$ cat src/rtl/edib_m57_tx_if.sv
// Signal bundle for the EDIB M57 frame transmitter.
// Carries the source inputs, the differential line outputs and the debug taps.
interface edib_m57_tx_if;
  logic [15:0] M57In;
  logic [15:0] DataLength;
  logic        Speed;
  logic        OutP;
  logic        OutN;
  logic        TxDone;
  logic        Finished;
  logic        Busy;
  logic [4:0]  State;
  logic [4:0]  NextState;
  logic [15:0] RegM57In;
  logic [15:0] RegDataTimes;
  logic [13:0] SynReg;
  logic        Sclk;
  logic [11:0] SclkCounts;
  logic [7:0]  SynReg22bitsCounts;
  logic [31:0] Data32bits;
  logic [7:0]  Data32bitsCounts;

  modport master (
    input  M57In, DataLength, Speed,
    output OutP, OutN, TxDone, Finished, Busy, State, NextState,
           RegM57In, RegDataTimes, SynReg, Sclk, SclkCounts,
           SynReg22bitsCounts, Data32bits, Data32bitsCounts
  );

  modport slave (
    output M57In, DataLength, Speed,
    input  OutP, OutN, TxDone, Finished, Busy, State, NextState,
           RegM57In, RegDataTimes, SynReg, Sclk, SclkCounts,
           SynReg22bitsCounts, Data32bits, Data32bitsCounts
  );
endinterface

$ cat src/rtl/edib_m57_tx.sv
// EDIB M57 serial frame transmitter: 22-bit header (sync + length byte), then
// DataLength words of {index, M57In}, NRZ MSB first on a differential pair.
module edib_m57_tx #(
  parameter logic [13:0] SYNC_PATTERN = 14'h3F80,
  parameter int          FAST_PERIOD  = 48,
  parameter int          SLOW_PERIOD  = 2400
) (
  input logic           Clk,
  input logic           Rstn,
  edib_m57_tx_if.master bus
);

  typedef enum logic [4:0] {
    IDLE     = 5'd0,
    LOAD     = 5'd1,
    SYNC     = 5'd2,
    LATCH    = 5'd3,
    DATA     = 5'd4,
    WORDDONE = 5'd5,
    DONE     = 5'd6
  } state_t;

  state_t      state, nextState;
  logic        speedReg, busy, finished, txDone, outP, sclk;
  logic        busyNext, bitTick;
  logic [11:0] sclkCounts, cntNext, period;
  logic [7:0]  synCnt, dataCnt;
  logic [13:0] synReg;
  logic [31:0] data32;
  logic [15:0] regM57In, regDataTimes;

  assign period  = speedReg ? 12'(FAST_PERIOD) : 12'(SLOW_PERIOD);
  assign bitTick = busy && (sclkCounts == period - 12'd1);

  always_comb begin
    nextState = state;
    case (state)
      IDLE:     if (bus.DataLength != 16'd0 && !finished) nextState = LOAD;
      LOAD:     nextState = SYNC;
      SYNC:     if (bitTick && synCnt == 8'd21) nextState = LATCH;
      LATCH:    nextState = DATA;
      DATA:     if (bitTick && dataCnt == 8'd31) nextState = WORDDONE;
      // Live compare: a shrinking DataLength ends the frame at this word.
      WORDDONE: nextState = (regDataTimes >= bus.DataLength) ? DONE : LATCH;
      DONE:     if (bus.DataLength == 16'd0) nextState = IDLE;
      default:  nextState = IDLE;
    endcase
  end

  // Bit counter runs straight through LATCH/WORDDONE so every line bit is P clocks.
  always_comb begin
    busyNext = (nextState == SYNC) || (nextState == LATCH) ||
               (nextState == DATA) || (nextState == WORDDONE);
    cntNext  = (!busy || !busyNext || bitTick) ? 12'd0 : sclkCounts + 12'd1;
  end

  always_ff @(posedge Clk or negedge Rstn) begin
    if (!Rstn) begin
      state        <= IDLE;
      speedReg     <= 1'b0;
      busy         <= 1'b0;
      finished     <= 1'b0;
      txDone       <= 1'b0;
      outP         <= 1'b0;
      sclk         <= 1'b0;
      sclkCounts   <= 12'd0;
      synCnt       <= 8'd0;
      dataCnt      <= 8'd0;
      synReg       <= 14'd0;
      data32       <= 32'd0;
      regM57In     <= 16'd0;
      regDataTimes <= 16'd0;
    end else begin
      state      <= nextState;
      txDone     <= (nextState == WORDDONE);
      sclkCounts <= cntNext;
      sclk       <= busyNext && (cntNext >= (period >> 1));
      case (state)
        IDLE: outP <= 1'b0;
        LOAD: begin
          busy         <= 1'b1;
          speedReg     <= bus.Speed;
          synReg       <= SYNC_PATTERN;
          regDataTimes <= 16'd0;
          synCnt       <= 8'd0;
          outP         <= SYNC_PATTERN[13];
        end
        // The line register always loads the bit that starts after this tick.
        SYNC: if (bitTick) begin
          synReg <= {synReg[12:0], 1'b0};
          if (synCnt == 8'd21) begin
            outP <= regDataTimes[15];
          end else begin
            synCnt <= synCnt + 8'd1;
            if (synCnt < 8'd13) outP <= synReg[12];
            else                outP <= bus.DataLength[3'(8'd20 - synCnt)];
          end
        end
        LATCH: begin
          regM57In     <= bus.M57In;
          data32       <= {regDataTimes, bus.M57In};
          dataCnt      <= 8'd0;
          regDataTimes <= regDataTimes + 16'd1;
        end
        DATA: if (bitTick) begin
          data32 <= {data32[30:0], 1'b0};
          if (dataCnt == 8'd31) begin
            outP <= (regDataTimes >= bus.DataLength) ? 1'b0 : regDataTimes[15];
          end else begin
            outP    <= data32[30];
            dataCnt <= dataCnt + 8'd1;
          end
        end
        WORDDONE: if (nextState == DONE) begin
          busy     <= 1'b0;
          finished <= 1'b1;
          outP     <= 1'b0;
        end
        DONE: begin
          outP <= 1'b0;
          if (nextState == IDLE) finished <= 1'b0;
        end
        default: outP <= 1'b0;
      endcase
    end
  end

  assign bus.OutP               = outP;
  assign bus.OutN               = ~outP;
  assign bus.TxDone             = txDone;
  assign bus.Finished           = finished;
  assign bus.Busy               = busy;
  assign bus.State              = state;
  assign bus.NextState          = nextState;
  assign bus.RegM57In           = regM57In;
  assign bus.RegDataTimes       = regDataTimes;
  assign bus.SynReg             = synReg;
  assign bus.Sclk               = sclk;
  assign bus.SclkCounts         = sclkCounts;
  assign bus.SynReg22bitsCounts = synCnt;
  assign bus.Data32bits         = data32;
  assign bus.Data32bitsCounts   = dataCnt;

endmodule

$ cat src/flat_wrapper.sv
// flat-port wrapper written by rule: the top's interface ports become plain ports
module edib_m57_tx_flat 
#(
  parameter logic [13:0] SYNC_PATTERN = 14'h3F80,
  parameter int          FAST_PERIOD  = 48,
  parameter int          SLOW_PERIOD  = 2400
)
  (Clk, Rstn, bus_M57In, bus_DataLength, bus_Speed, bus_OutP, bus_OutN, bus_TxDone, bus_Finished, bus_Busy, bus_State, bus_NextState, bus_RegM57In, bus_RegDataTimes, bus_SynReg, bus_Sclk, bus_SclkCounts, bus_SynReg22bitsCounts, bus_Data32bits, bus_Data32bitsCounts);
  edib_m57_tx_if bus_i ();
  input logic Clk;
  input logic Rstn;
  input wire logic [$bits(bus_i.M57In)-1:0] bus_M57In;
  input wire logic [$bits(bus_i.DataLength)-1:0] bus_DataLength;
  input wire logic [$bits(bus_i.Speed)-1:0] bus_Speed;
  output wire logic [$bits(bus_i.OutP)-1:0] bus_OutP;
  output wire logic [$bits(bus_i.OutN)-1:0] bus_OutN;
  output wire logic [$bits(bus_i.TxDone)-1:0] bus_TxDone;
  output wire logic [$bits(bus_i.Finished)-1:0] bus_Finished;
  output wire logic [$bits(bus_i.Busy)-1:0] bus_Busy;
  output wire logic [$bits(bus_i.State)-1:0] bus_State;
  output wire logic [$bits(bus_i.NextState)-1:0] bus_NextState;
  output wire logic [$bits(bus_i.RegM57In)-1:0] bus_RegM57In;
  output wire logic [$bits(bus_i.RegDataTimes)-1:0] bus_RegDataTimes;
  output wire logic [$bits(bus_i.SynReg)-1:0] bus_SynReg;
  output wire logic [$bits(bus_i.Sclk)-1:0] bus_Sclk;
  output wire logic [$bits(bus_i.SclkCounts)-1:0] bus_SclkCounts;
  output wire logic [$bits(bus_i.SynReg22bitsCounts)-1:0] bus_SynReg22bitsCounts;
  output wire logic [$bits(bus_i.Data32bits)-1:0] bus_Data32bits;
  output wire logic [$bits(bus_i.Data32bitsCounts)-1:0] bus_Data32bitsCounts;
  assign bus_i.M57In = bus_M57In;
  assign bus_i.DataLength = bus_DataLength;
  assign bus_i.Speed = bus_Speed;
  assign bus_OutP = bus_i.OutP;
  assign bus_OutN = bus_i.OutN;
  assign bus_TxDone = bus_i.TxDone;
  assign bus_Finished = bus_i.Finished;
  assign bus_Busy = bus_i.Busy;
  assign bus_State = bus_i.State;
  assign bus_NextState = bus_i.NextState;
  assign bus_RegM57In = bus_i.RegM57In;
  assign bus_RegDataTimes = bus_i.RegDataTimes;
  assign bus_SynReg = bus_i.SynReg;
  assign bus_Sclk = bus_i.Sclk;
  assign bus_SclkCounts = bus_i.SclkCounts;
  assign bus_SynReg22bitsCounts = bus_i.SynReg22bitsCounts;
  assign bus_Data32bits = bus_i.Data32bits;
  assign bus_Data32bitsCounts = bus_i.Data32bitsCounts;
  edib_m57_tx #(.SYNC_PATTERN(SYNC_PATTERN), .FAST_PERIOD(FAST_PERIOD), .SLOW_PERIOD(SLOW_PERIOD)) u_core (.Clk(Clk), .Rstn(Rstn), .bus(bus_i));
endmodule
$ cat config.mk
export PLATFORM = sky130hd
export DESIGN_NAME = edib_m57_tx_flat
export DESIGN_NICKNAME = d
export VERILOG_FILES = /design/src/rtl/edib_m57_tx_if.sv /design/src/rtl/edib_m57_tx.sv /design/src/flat_wrapper.sv
export SDC_FILE = /design/constraint.sdc
export NUM_CORES = 1
export LEC_CHECK = 0
export CORE_UTILIZATION = 50
export CTS_BUF_LIST = sky130_fd_sc_hd__clkbuf_8 sky130_fd_sc_hd__clkbuf_16
export CTS_CLUSTER_DIAMETER = 80
export DETAILED_ROUTE_END_ITERATION = 6
export PLACE_DENSITY = 0.82
export SLEW_MARGIN = 20
export SYNTH_ARGS = -nofsm -noshare
export SYNTH_HDL_FRONTEND = slang
export SYNTH_SLANG_ARGS = --single-unit
$ cat constraint.sdc
create_clock -name Clk -period 6.6 [get_ports Clk]
set_clock_uncertainty 0.1 [all_clocks]
set_input_delay 1.32 -clock Clk [delete_from_list [all_inputs] [get_ports Clk]]
set_output_delay 1.32 -clock Clk [all_outputs]
set_load 0.03 [all_outputs]
**Word level (Yosys, flattened, before mapping)**

Cells that the tools add are included.

- Flip-flop bits (word level): 117
- Input port bits: 35
- Output and inout port bits: 122
- Word-level logic and storage cells: 108

- Add/subtract/negate cells: 6
- $lt $le $gt $ge: 4
- Equality and inequality tests: 20
- Mux-type cells: 33
- Bitwise gates (word level): 2
- Reductions and logical operators: 29

Operators by type and width:

| operator | count |
|---|---|
| one-hot mux 32 bit (2 select lines) | 1 |
| one-hot mux 5 bit (7 select lines) | 1 |
| two-way mux 32 bit | 1 |
| two-way mux 8 bit | 4 |
| one-hot mux 16 bit (2 select lines) | 1 |
| one-hot mux 8 bit (2 select lines) | 2 |
| == test 5 x 3 -> 1 bit (second input constant) | 6 |
| one-hot mux 14 bit (2 select lines) | 1 |
| two-way mux 12 bit | 2 |
| == test 5 x 2 -> 1 bit (second input constant) | 4 |
| two-way mux 5 bit | 4 |
| adder 16 x 1 -> 16 bit (second input constant) | 1 |
| adder 8 x 1 -> 8 bit (second input constant) | 2 |
| == test 8 x 5 -> 1 bit (second input constant) | 2 |
| >= comparator 16 bit | 1 |
| zero test 16 bit | 1 |
| nonzero test 16 bit | 1 |
| two-way mux 14 bit | 1 |
| adder 12 x 1 -> 12 bit (second input constant) | 1 |
| == test 12 bit | 1 |
| >= comparator 12 x 11 -> 1 bit | 1 |
| subtractor 12 x 1 -> 12 bit (second input constant) | 1 |
| zero test 5 bit | 2 |
| two-way mux 1 bit | 10 |
| 18 further kinds | 42 |

**Depth between registers and ports, before layout**

Gate-level depths: netlist of run 1.

- Word-level depth: 17
- Mapped depth: 15
- Mapped depth without buffers: 14

**Worst setup path after synthesis of run 1**

Ideal clock, no wire load.

- Path type: input -> output
- Start: input bus_DataLength[15]
- End: output bus_NextState[2]
- Data arrival time: 3.470 ns
- Required time: 5.180 ns
- Path slack: 1.710 ns
- Stages: 8
- Path buffers: 0
- Cell sequence: inv_1 -> ha_1 -> and4_1 -> nand4_1 -> or4_1 -> nand3b_1 -> a21oi_1 -> o21ai_0

- Longest elaborated chain between the ends: 4
- Elaborated cells on any way between the ends: 8
- Those cells by class: 1 x order compare; 4 x mux; 3 x reduce/logical

RTL lines:

| what | line | RTL |
|---|---|---|
| start, declared | flat_wrapper.sv:13 | `input wire logic [$bits(bus_i.DataLength)-1:0] bus_DataLength;` |
| parallel branches: the longest is 3 deep, another holds >= comparator 16 bit | n/a |  |
| one-hot mux 5 bit (7 select lines) * | edib_m57_tx.sv:37 | `case (state)` |
| end, declared | flat_wrapper.sv:21 | `output wire logic [$bits(bus_i.NextState)-1:0] bus_NextState;` |

Mark *: on every way between the ends.

**Final worst setup path of run 1**

- Start: input bus_DataLength[13]
- End: output bus_NextState[2]

Same word-level chain as after synthesis.

==> run metrics, run 1 <==
vias in the first global route 5325; PwrDens 194.1 nW/um^2; pre-CTS setup slack between 0.7 and 0.8 ns; Post-CTS Resized 0; clock insertion delay at the later pin of the skew report between 0.3 and 0.4 ns; Pwr Total approximately 0.0015 W; Rows 39; synthesized cell area about 6000 um^2; initial core utilization between 50% and 60%; Clock Sinks 110; final setup fails 0; largest net degree at the start of global routing 64; Crit. End Element primary output; CTS clk-pin slew, worst paths 0.07 ns; number of fill cells roughly 900; Worst Setup Start Kind input port; CTS max path bufs 2; DR DRC count 12; Clock power frac between 30% and 40%; DRT antenna net count 0; # placed instances 905; Psw 0.0004238 W; ys flop type dfrtp_1; RSZ-0062 raised after global routing false; drt wl/cell 17.69 um; Worst-Margin Slew 1.148 ns; #FFs+latches synth 110; vias per cell 5.814; post-layout min period 5.936 ns; Synth Warn # 0; Seq pwr share 49.2%; setup TNS 0 ns; Pins Over Slew Limit 0; Combinational Power Share 17.0%; Boundary Pins 157; CP cell instances clkdlybuf4s50_1 > inv_1 > ha_1 > and4_1 > nand4_1 > or4_1 > nand3b_1 > a21oi_1 > o21ai_0 > clkdlybuf4s50_1; CTS tree done; antenna violations before repair 0; first-pass GRT wire length 26880 um; Mean Syn Cell Area 9.357 um^2; Tot GR Track Use 27.02%; Hold Fails Final Rpt 0; H-tree levels 3; Root Buffer clkbuf_16; cells after synthesis 640; CTS Buf Count 9; via count approximately 5300; switch share 28.04%; Final Non-Filler Cells 920; Unique masters post-synth 60; EDFF count, synth 0; crit-path max FO 8; relative slew slack around 23%; WS Path Type input port to primary output; global route overflow 0; CORE AREA 11560 um^2; area delta synth->final 30.05%; register area share after synthesis 45.97%; Final Net Count 835; setup bufs post-CTS 0; Leak 3.295 nW; final worst slack 0.6637 ns; VDD IR max 137.9 uV; Critical Path RT roughly 5.2 ns; period utilization 89.94%; Hold Path Class flop to flop; First-pass DRT Iterations 7; status complete, but fails checks; share of layout cells above drive strength 1 4.118%; WP data arrival about 4.5 ns; Max Freq 0.1685 GHz; chip width approximately 110 um; final wirelength approximately 16000 um; Worst path most repeated cell clkdlybuf4s50_1; Final Wtd Congestion 0.9176; Internal Power 0.001087 W; Initial DRC Count 446; Async SR Flop Fraction 100.0%; failing checks DRC; post-detail-place hpwl 11860 um; CP max stage delay approximately 0.76 ns; Worst R2R Setup Slack 2.40 ns; die height 111.4 um; DIE AREA roughly 12000 um^2; Max Cap Viol 0; hold_buf cts 0; I/O Buffers 147; # diodes 0; Crit-path slowest cell clkdlybuf4s50_1
[layout by cell type, fill, tap and decap left out, types with 7 or more instances in the layout]
master and n:
conb_1 11, a21oi_1 24, xor2_1 17, ha_1 27, o21ai_0 39, nand4_1 14
inv_1 28, nand2_1 119, nand3_1 18, clkdlybuf4s50_1 146, o21ai_1 12, nor2_1 44
or4_1 7, nor3_1 10, nor4_1 7, dfrtp_1 110, mux2i_1 35, clkbuf_16 9
[per-layer routing]
layer | up-vias | share of wire [%] | global-route usage, %
met1 | 2604 | 41 | 34.32
li1 | 2484 | - | -
met5 | - | 0 | 0
met4 | 0 | 2.1 | 9.550
met2 | 234 | 48 | 45.08
met3 | 27 | 8.2 | 6.587
[power by group through the flow]
stage | Clock, W | Combinational, W | Sequential [W]
5_1_grt | 0.000545 | 0.000275 | 0.000748
6_report | 0.000511 | 0.000256 | 0.000744
3_5_place_dp | 0 | 0.000257 | 0.000755
4_1_cts | 0.000516 | 0.000258 | 0.000743
2_1_floorplan | 0 | 0.0000697 | 0.000813
3_3_place_gp | 0 | 0.000250 | 0.000752
[Yosys cell counts (2+ instances only)]
master / instances / area, um^2
xor2_1: 17 / 148.9
or4_1: 7 / 52.55
o22a_1: 6 / 52.55
o21ai_0: 39 / 195.2
nor2_1: 46 / 172.7
nor3_1: 10 / 50.05
buf_2: 6 / 30.03
a21o_1: 6 / 45.04
or2_2: 2 / 12.51
o31ai_1: 3 / 22.52
o221ai_1: 3 / 26.28
mux2i_1: 35 / 350.3
nor2b_1: 5 / 31.28
a21oi_1: 24 / 120.1
nor4_1: 7 / 43.79
a31oi_1: 2 / 12.51
a22o_1: 3 / 26.28
and3_1: 3 / 18.77
ha_1: 27 / 337.8
o21ai_1: 12 / 60.06
and4_1: 4 / 35.03
or3_1: 5 / 31.28
dfrtp_1: 110 / 2753
xnor2_1: 5 / 43.79
mux4_2: 2 / 45.04
nand3_1: 18 / 90.09
nand2_1: 119 / 446.7
clkbuf_1: 20 / 75.07
and2_1: 6 / 37.54
a311o_1: 3 / 30.03
buf_4: 10 / 75.07
o211ai_1: 4 / 30.03
mux2_2: 3 / 33.78
nand4_1: 14 / 87.58
buf_6: 2 / 22.52
nand2b_1: 2 / 12.51
inv_1: 27 / 101.4
[worst paths after layout]
check                                            from                         to  depth (start not counted)
max in group asynchronous                        Rstn     u_core.bus.RegM57In[2]                          2
hold reg to reg                u_core.bus.RegM57In[3]     u_core.bus.RegM57In[3]                          2
min in group asynchronous                        Rstn  u_core.bus.Data32bits[26]                          1
hold / removal                 u_core.bus.RegM57In[3]     u_core.bus.RegM57In[3]                          2
setup reg to reg           u_core.bus.RegDataTimes[0]            u_core.bus.Sclk                         14
setup / recovery                   bus_DataLength[13]           bus_NextState[2]                         10
[final cells by class]
class                   count  area (um^2)  share of cell area [%]
clock buffers              11        252.7                   3.245
clock inverters             4        23.77                  0.3053
inverters                  27        101.3                   1.301
multi-input cells         475         2987                   38.35
flip-flops and latches    110         2753                   35.35
well taps                 143        178.9                   2.298
repair buffers            150         1491                   19.15
[critical path, delay by kind of cell]
| kind | cells | cell delay [ns] |
|---|---|---|
| AOI/OAI and AO/OA | 2 | 0.37 |
| adders and majority gates | 1 | 0.30 |
| buffers and inverters | 3 | 1.29 |
| and+or+nand+nor | 4 | 1.22 |
[sequential cells by signal, indices dropped and copies added, names as in the netlist, 5 cells and up]
| register | flops |
|---|---|
| u_core.bus.Data32bits | 32 |
| u_core.bus.RegDataTimes | 16 |
| u_core.bus.RegM57In | 16 |
| u_core.bus.SclkCounts | 12 |
| u_core.bus.Data32bitsCounts | 8 |
| u_core.bus.SynReg22bitsCounts | 8 |
| u_core.bus.SynReg | 7 |
| u_core.bus.State | 5 |
[stage by stage]
| stage | hold WS [ns] | instance area, um^2 | util (%) |
|---|---|---|---|
| 3_3_place_gp | 0.3563 | 7511 | 64.95 |
| 4_1_cts | 0.3891 | 7787 | 67.34 |
| 6_report | 0.3845 | 7787 | 67.34 |
| 2_1_floorplan | 0.4899 | 6026 | - |
| 5_1_grt | 0.4150 | 7787 | 67.34 |
| 3_5_place_dp | 0.3617 | 7511 | 64.95 |
[kinds of logic (layout without fill, tap and decap cells)]
kind of cell,Yosys count,count (layout),share of synthesized area [%]
AOI/OAI and AO/OA,118,118,12.27
xor gates and xnor gates,22,22,3.218
adders and majority gates,28,28,5.809
buffers and inverters,65,192,5.077
DFF,110,110,45.97
muxes,41,41,7.396
other,1,11,0.06262
and+or+nand+nor,255,255,20.20
Note: power is estimated with default switching activity, not from simulation.
==> run 2: changes to the inputs <==
--- a/config.mk
+++ b/config.mk
@@ -9,6 +9,7 @@
 export CTS_BUF_LIST = sky130_fd_sc_hd__clkbuf_8 sky130_fd_sc_hd__clkbuf_16
 export CTS_CLUSTER_DIAMETER = 80
 export DETAILED_ROUTE_END_ITERATION = 6
+export HOLD_SLACK_MARGIN = 0.03
 export PLACE_DENSITY = 0.82
 export SLEW_MARGIN = 20
 export SYNTH_ARGS = -nofsm -noshare
==> results of run 2 <==
Final layout, timing and power as in run 1 (identical DEF).
